--- config.mk ---
export PLATFORM = sky130hd
export DESIGN_NAME = frame_painter
export DESIGN_NICKNAME = d
export VERILOG_FILES = /design/src/rtl/frame_painter.sv
export SDC_FILE = /design/constraint.sdc
export NUM_CORES = 1
export LEC_CHECK = 0
export CORE_UTILIZATION = 56
export DETAILED_ROUTE_END_ITERATION = 16
export PLACE_DENSITY_LB_ADDON = 0.08
export SKIP_CTS_REPAIR_TIMING = 1
export SLEW_MARGIN = 20
export SYNTH_ARGS = -nofsm -noshare
export SYNTH_HDL_FRONTEND = slang
export SYNTH_SLANG_ARGS = --single-unit
--- constraint.sdc ---
create_clock -name clk -period 3.6 [get_ports clk]
set_input_delay 0.72 -clock clk [delete_from_list [all_inputs] [get_ports clk]]
set_output_delay 0.72 -clock clk [all_outputs]
set_load 0.1 [all_outputs]
--- src/rtl/frame_painter.sv ---
// Raster painter: snapshots bird/pillar positions on a frame tick and emits one pixel write per cycle.
// Optional feature macro GAME_OVER_TINT_EN: sky is painted magenta when the snapshot game_over is set.
module frame_painter #(
  parameter int SCREEN_W = 160,
  parameter int SCREEN_H = 120,
  parameter int BIRD_X   = 30,
  parameter int BIRD_SZ  = 6,
  parameter int PILLAR_W = 10,
  parameter int GAP_H    = 40,
  parameter int GROUND_Y = 110
) (
  input  logic       clk,
  input  logic       clr,
  input  logic       frame_tick,
  input  logic [9:0] bird_y,
  input  logic [9:0] pillar1_x,
  input  logic [9:0] pillar1_y,
  input  logic [9:0] pillar2_x,
  input  logic [9:0] pillar2_y,
  input  logic [9:0] pillar3_x,
  input  logic [9:0] pillar3_y,
  input  logic       game_over,
  output logic [7:0] vga_x,
  output logic [6:0] vga_y,
  output logic [2:0] vga_colour,
  output logic       vga_plot,
  output logic       busy,
  output logic       done
);

  typedef enum logic [1:0] {IDLE, LATCH, SCAN, FLUSH} state_t;

  localparam logic [7:0]  X_LAST     = 8'(SCREEN_W - 1);
  localparam logic [6:0]  Y_LAST     = 7'(SCREEN_H - 1);
  localparam logic [10:0] BIRD_X_W   = 11'(BIRD_X);
  localparam logic [10:0] BIRD_SZ_W  = 11'(BIRD_SZ);
  localparam logic [10:0] PILLAR_W_W = 11'(PILLAR_W);
  localparam logic [10:0] GAP_H_W    = 11'(GAP_H);
  localparam logic [10:0] GROUND_Y_W = 11'(GROUND_Y);

  localparam logic [2:0] C_BIRD   = 3'b110;
  localparam logic [2:0] C_PILLAR = 3'b010;
  localparam logic [2:0] C_GROUND = 3'b100;
  localparam logic [2:0] C_SKY    = 3'b001;

  // 11-bit compare so that lo+len never wraps back onto low coordinates.
  function automatic logic in_span(input logic [10:0] v, input logic [10:0] lo,
                                   input logic [10:0] len);
    return (v >= lo) && (v < lo + len);
  endfunction

  function automatic logic pillar_hit(input logic [10:0] x, input logic [10:0] y,
                                      input logic [9:0] px, input logic [9:0] py);
    return in_span(x, {1'b0, px}, PILLAR_W_W) && !in_span(y, {1'b0, py}, GAP_H_W) &&
           (y < GROUND_Y_W);
  endfunction

  state_t     state_q, state_d;
  logic       pending_q, pending_d;
  logic [7:0] cx_q, cx_d;
  logic [6:0] cy_q, cy_d;
  logic [9:0] bird_y_q, bird_y_d;
  logic [9:0] p1x_q, p1x_d, p1y_q, p1y_d;
  logic [9:0] p2x_q, p2x_d, p2y_q, p2y_d;
  logic [9:0] p3x_q, p3x_d, p3y_q, p3y_d;
  logic       game_over_q, game_over_d;
  logic [7:0] vga_x_q, vga_x_d;
  logic [6:0] vga_y_q, vga_y_d;
  logic [2:0] vga_colour_q, vga_colour_d;
  logic       vga_plot_q, vga_plot_d;
  logic       busy_q, busy_d;
  logic       done_q, done_d;

  logic [10:0] x_s, y_s;
  logic        bird_hit_s, pillar_hit_s, ground_hit_s;
  logic [2:0]  sky_s, colour_s;

`ifdef GAME_OVER_TINT_EN
  assign sky_s = game_over_q ? 3'b101 : C_SKY;
`else
  logic unused_game_over_s;
  assign unused_game_over_s = game_over_q;
  assign sky_s = C_SKY;
`endif

  // Pixel colour for the current scan position, from the snapshot only.
  always_comb begin
    x_s          = {3'b000, cx_q};
    y_s          = {4'b0000, cy_q};
    bird_hit_s   = in_span(x_s, BIRD_X_W, BIRD_SZ_W) && in_span(y_s, {1'b0, bird_y_q}, BIRD_SZ_W);
    pillar_hit_s = pillar_hit(x_s, y_s, p1x_q, p1y_q) | pillar_hit(x_s, y_s, p2x_q, p2y_q) |
                   pillar_hit(x_s, y_s, p3x_q, p3y_q);
    ground_hit_s = (y_s >= GROUND_Y_W);
    if (bird_hit_s) begin
      colour_s = C_BIRD;
    end else if (pillar_hit_s) begin
      colour_s = C_PILLAR;
    end else if (ground_hit_s) begin
      colour_s = C_GROUND;
    end else begin
      colour_s = sky_s;
    end
  end

  // Next-state, scan counters, snapshot and output register inputs.
  always_comb begin
    state_d      = state_q;
    pending_d    = pending_q;
    cx_d         = cx_q;
    cy_d         = cy_q;
    bird_y_d     = bird_y_q;
    p1x_d        = p1x_q;
    p1y_d        = p1y_q;
    p2x_d        = p2x_q;
    p2y_d        = p2y_q;
    p3x_d        = p3x_q;
    p3y_d        = p3y_q;
    game_over_d  = game_over_q;
    vga_x_d      = vga_x_q;
    vga_y_d      = vga_y_q;
    vga_colour_d = vga_colour_q;
    vga_plot_d   = 1'b0;
    busy_d       = busy_q;
    done_d       = 1'b0;
    case (state_q)
      IDLE: begin
        busy_d = 1'b0;
        if (frame_tick || pending_q) begin
          state_d   = LATCH;
          pending_d = 1'b0;
        end else begin
          state_d = IDLE;
        end
      end
      LATCH: begin
        pending_d   = pending_q | frame_tick;
        bird_y_d    = bird_y;
        p1x_d       = pillar1_x;
        p1y_d       = pillar1_y;
        p2x_d       = pillar2_x;
        p2y_d       = pillar2_y;
        p3x_d       = pillar3_x;
        p3y_d       = pillar3_y;
        game_over_d = game_over;
        cx_d        = 8'd0;
        cy_d        = 7'd0;
        busy_d      = 1'b1;
        state_d     = SCAN;
      end
      SCAN: begin
        pending_d    = pending_q | frame_tick;
        vga_x_d      = cx_q;
        vga_y_d      = cy_q;
        vga_colour_d = colour_s;
        vga_plot_d   = 1'b1;
        if (cx_q == X_LAST) begin
          cx_d = 8'd0;
          if (cy_q == Y_LAST) begin
            cy_d    = 7'd0;
            state_d = FLUSH;
          end else begin
            cy_d = cy_q + 7'd1;
          end
        end else begin
          cx_d = cx_q + 8'd1;
        end
      end
      FLUSH: begin
        pending_d = pending_q | frame_tick;
        done_d    = 1'b1;
        busy_d    = 1'b0;
        state_d   = IDLE;
      end
      default: begin
        state_d = IDLE;
      end
    endcase
  end

  // State and output registers with synchronous clear.
  always_ff @(posedge clk) begin
    if (clr) begin
      state_q      <= IDLE;
      pending_q    <= 1'b0;
      cx_q         <= 8'd0;
      cy_q         <= 7'd0;
      bird_y_q     <= 10'd0;
      p1x_q        <= 10'd0;
      p1y_q        <= 10'd0;
      p2x_q        <= 10'd0;
      p2y_q        <= 10'd0;
      p3x_q        <= 10'd0;
      p3y_q        <= 10'd0;
      game_over_q  <= 1'b0;
      vga_x_q      <= 8'd0;
      vga_y_q      <= 7'd0;
      vga_colour_q <= 3'd0;
      vga_plot_q   <= 1'b0;
      busy_q       <= 1'b0;
      done_q       <= 1'b0;
    end else begin
      state_q      <= state_d;
      pending_q    <= pending_d;
      cx_q         <= cx_d;
      cy_q         <= cy_d;
      bird_y_q     <= bird_y_d;
      p1x_q        <= p1x_d;
      p1y_q        <= p1y_d;
      p2x_q        <= p2x_d;
      p2y_q        <= p2y_d;
      p3x_q        <= p3x_d;
      p3y_q        <= p3y_d;
      game_over_q  <= game_over_d;
      vga_x_q      <= vga_x_d;
      vga_y_q      <= vga_y_d;
      vga_colour_q <= vga_colour_d;
      vga_plot_q   <= vga_plot_d;
      busy_q       <= busy_d;
      done_q       <= done_d;
    end
  end

  assign vga_x      = vga_x_q;
  assign vga_y      = vga_y_q;
  assign vga_colour = vga_colour_q;
  assign vga_plot   = vga_plot_q;
  assign busy       = busy_q;
  assign done       = done_q;

endmodule

==> impl_metrics.json <==
{
  "status": "finished, final reports clean",
  "numClockSinks": 109,
  "yosysUniqueCellTypes": 51,
  "flow.area_growth_from_synthesis_pct": 20.79,
  "timing.critical_path.arrival_ps": 3150,
  "critPathRequiredTime_ps": 3830,
  "ir_drop_mv": 0.4413,
  "worst_setup_path_end_kind": "flip-flop",
  "clk_pin_slew_worst_setup_hold_paths_ps": 70,
  "synth.net_count": 964,
  "instances_no_fill": 1024,
  "cell_with_the_most_instances_after_synthesis": "sky130_fd_sc_hd__nor2_1",
  "drt-vias-per-instance": 5.699,
  "die_area_mm2": 0.01282,
  "synth_ff_type": "sky130_fd_sc_hd__dfxtp_1",
  "slew_violations": 0,
  "post_route_wl_um": 16240,
  "drtPass1Iterations": 5,
  "hold_violations": 0,
  "drive_gt1_frac": 0.04105,
  "postLayoutCellArea_mm2": 0.008367,
  "post-dp-hpwl_um": 12170,
  "worst_slew_pin_tran_ps": 977.5,
  "antenna_violating_nets_post_route": 0,
  "place_inst": 1008,
  "synth.cells.most_frequent": "sky130_fd_sc_hd__nor2_1, sky130_fd_sc_hd__dfxtp_1, sky130_fd_sc_hd__ha_1",
  "wire_per_inst_um": 15.86,
  "final.hold.worst_slack_ps": 490.1,
  "min-delay-path-class": "flip-flop to flip-flop",
  "h_tree_levels": 3,
  "maxClockFrequency_mhz": 341.9,
  "worst-setup-path-type": "flip-flop to flip-flop",
  "clock_latency_reported_for_the_late_side_of_the_worst_skew_pair_ps": 370,
  "layout_worst_path_cycle_share": 0.8124,
  "clock_skew_ps": 5.115,
  "finalCriticalPeriod_ps": 2925,
  "yosys-mux-area-fraction": 0.1257,
  "library_cell_with_the_largest_summed_area_after_synthesis": "sky130_fd_sc_hd__dfxtp_1",
  "detailed_place.area_mm2": 0.008041,
  "synth_area_in_xor_xnor": 0.04046,
  "synth_seq_cells": 109,
  "tritoncts": "built",
  "fin_tns_setup_ps": 0,
  "drt_iter0_drc": 350,
  "synthesis.yosys.warnings": 0,
  "dieHeight_um": 113.2,
  "power.density_cell_area_mw_per_mm2": 555.2,
  "category_of_the_worst_setup_path_launch_point": "flip-flop",
  "io_pins": 95,
  "synth.avg_cell_area_um2": 8.858,
  "main_combinational_cell_family_by_area_after_synthesis": "adder cells",
  "max-clock-path-buffers": 2,
  "grt_remaining_overflow": 0,
  "global_route.usage.total": 0.2641,
  "core_mm2": 0.01201,
  "die_width_um": 113.2,
  "synth.top_cell.area_share": 0.3150,
  "finalNetCount": 1054,
  "netlist_instances": 782,
  "timing.final.setup_violations": 0,
  "synthAdderAreaFrac": 0.1951,
  "global_route_wire_length_before_repair_um": 26810,
  "crit_fanout": 6,
  "standby_leakage_power_nw": 3.504,
  "start_util": 0.5767,
  "cap_viol_max_count": 0,
  "compound_gate_portion_of_the_synthesized_area": 0.1331,
  "num_vias": 5836,
  "cts_inserted_buffers": 9,
  "yosysSeqAreaShare": 0.3150,
  "diodes": 0,
  "yosys-top-cells-area": "sky130_fd_sc_hd__dfxtp_1, sky130_fd_sc_hd__ha_1, sky130_fd_sc_hd__mux2i_1",
  "slew-limit-headroom": 0.3463,
  "rsz0062_at_grt": "false",
  "std_cell_rows": 40,
  "drc": 0,
  "port_buffers": 93,
  "async_set_reset_flop_share_out_of_synthesis": 0,
  "global_placement_routability_congestion": 0.9002,
  "maximum_number_of_pins_on_one_net_before_global_route_repair": 48,
  "synth_simple_gate_area_frac": 0.1440,
  "synth-edff-count": 0,
  "clock_tree.root_cell": "sky130_fd_sc_hd__clkbuf_16",
  "syn-cell-area_mm2": 0.006927,
  "antenna_found_initial": 0,
  "grt_pass1_vias": 5735
}
## cell families (layout without fill, tap and decap cells)
logic type,count (synthesis),count (layout)
AOI/OAI and AO/OA,142,142
xor gates and xnor gates,32,32
adders and majority gates,108,108
buffers and inverters,85,180
DFF,109,109
muxes,87,87
and+or+nand+nor,219,219
## where the power goes
| part | internal [mW] | switching [mW] |
|---|---|---|
| clock network | 0.631 | 0.462 |
| registers | 1.41 | 0.199 |
| logic | 0.837 | 1.10 |
| total | 2.88 | 1.76 |
## final cells by class
cell class,count,area (µm²)
clock buffers,11,242.7
clock inverters,5,82.58
fillers,971,3645
inverters,58,217.7
multi-input cells,588,4434
flip-flops and latches,109,2182
well taps,147,183.9
repair buffers,106,1023
## worst paths after layout
kind / startpoint / end / slack (ps) / depth (start not counted)
max reg2reg: bird_y_q[1] / vga_colour[0] / 680 / 11
min reg2reg: vga_y[1] / vga_y[1] / 490 / 2
min: vga_y[1] / vga_y[1] / 490 / 2
max: bird_y_q[1] / vga_colour[0] / 680 / 11
## layout by cell type, fill, tap and decap left out, types with 3 or more instances in the layout
master and n:
sky130_fd_sc_hd__nand4_1 10, sky130_fd_sc_hd__o21bai_1 4, sky130_fd_sc_hd__nor3_1 11, sky130_fd_sc_hd__and3_1 3, sky130_fd_sc_hd__o2111ai_1 5, sky130_fd_sc_hd__ha_1 107, sky130_fd_sc_hd__nor2_1 127, sky130_fd_sc_hd__o21a_1 6
sky130_fd_sc_hd__a21o_1 8, sky130_fd_sc_hd__a21oi_1 37, sky130_fd_sc_hd__nor2b_1 10, sky130_fd_sc_hd__dfxtp_1 109, sky130_fd_sc_hd__a22oi_1 3, sky130_fd_sc_hd__a211o_1 5, sky130_fd_sc_hd__a211oi_1 9, sky130_fd_sc_hd__buf_4 13
sky130_fd_sc_hd__o211ai_1 7, sky130_fd_sc_hd__o31ai_1 4, sky130_fd_sc_hd__xnor2_1 20, sky130_fd_sc_hd__clkbuf_16 9, sky130_fd_sc_hd__a2111oi_0 6, sky130_fd_sc_hd__xor2_1 12, sky130_fd_sc_hd__o21ai_0 34, sky130_fd_sc_hd__nand2b_1 10
sky130_fd_sc_hd__mux2i_1 87, sky130_fd_sc_hd__o22ai_1 3, sky130_fd_sc_hd__inv_1 58, sky130_fd_sc_hd__nand2_1 25, sky130_fd_sc_hd__clkdlybuf4s50_1 92, sky130_fd_sc_hd__nand3_1 8
## sequential cells by signal (all words and copies together) (netlist names)
register / flops
bird_y_q: 10
p1x_q: 10
p1y_q: 10
p2x_q: 10
p2y_q: 10
p3x_q: 10
p3y_q: 10
cx_q: 8
vga_x: 8
cy_q: 7
vga_y: 7
vga_colour: 3
state_q: 2
busy: 1
done: 1
pending_q: 1
vga_plot: 1
## worst max-delay path: stages (launching register included)
cell and delay, ps:
sky130_fd_sc_hd__dfxtp_1 420, sky130_fd_sc_hd__inv_1 90, sky130_fd_sc_hd__ha_1 220, sky130_fd_sc_hd__nand3b_2 220, sky130_fd_sc_hd__xnor2_1 140, sky130_fd_sc_hd__ha_1 200, sky130_fd_sc_hd__a2111oi_0 510, sky130_fd_sc_hd__a21oi_1 180
sky130_fd_sc_hd__o41a_1 490, sky130_fd_sc_hd__nor2b_4 150, sky130_fd_sc_hd__o211ai_1 70, sky130_fd_sc_hd__o21ai_0 90
## per-stage QoR
| step | setup WS, ps | utilization | total power [mW] |
|---|---|---|---|
| after floorplan | 1106 | - | 3.072 |
| after global placement | 919.5 | 0.6695 | 3.483 |
| after detailed placement | 834.7 | 0.6695 | 3.573 |
| after CTS | 775.0 | 0.6966 | 4.673 |
| after global routing | 574.7 | 0.6966 | 4.953 |
| final | 675.2 | 0.6966 | 4.646 |
## routing by layer
layer | global-route usage | up-vias | wire length (µm)
met1 | 0.3199 | 2752 | 7352
met4 | 0.09123 | 0 | 319
met2 | 0.4569 | 138 | 7881
li1 | - | 2921 | -
met3 | 0.06374 | 25 | 685
met5 | 0 | - | 0
(Power assumes the default switching activity.)
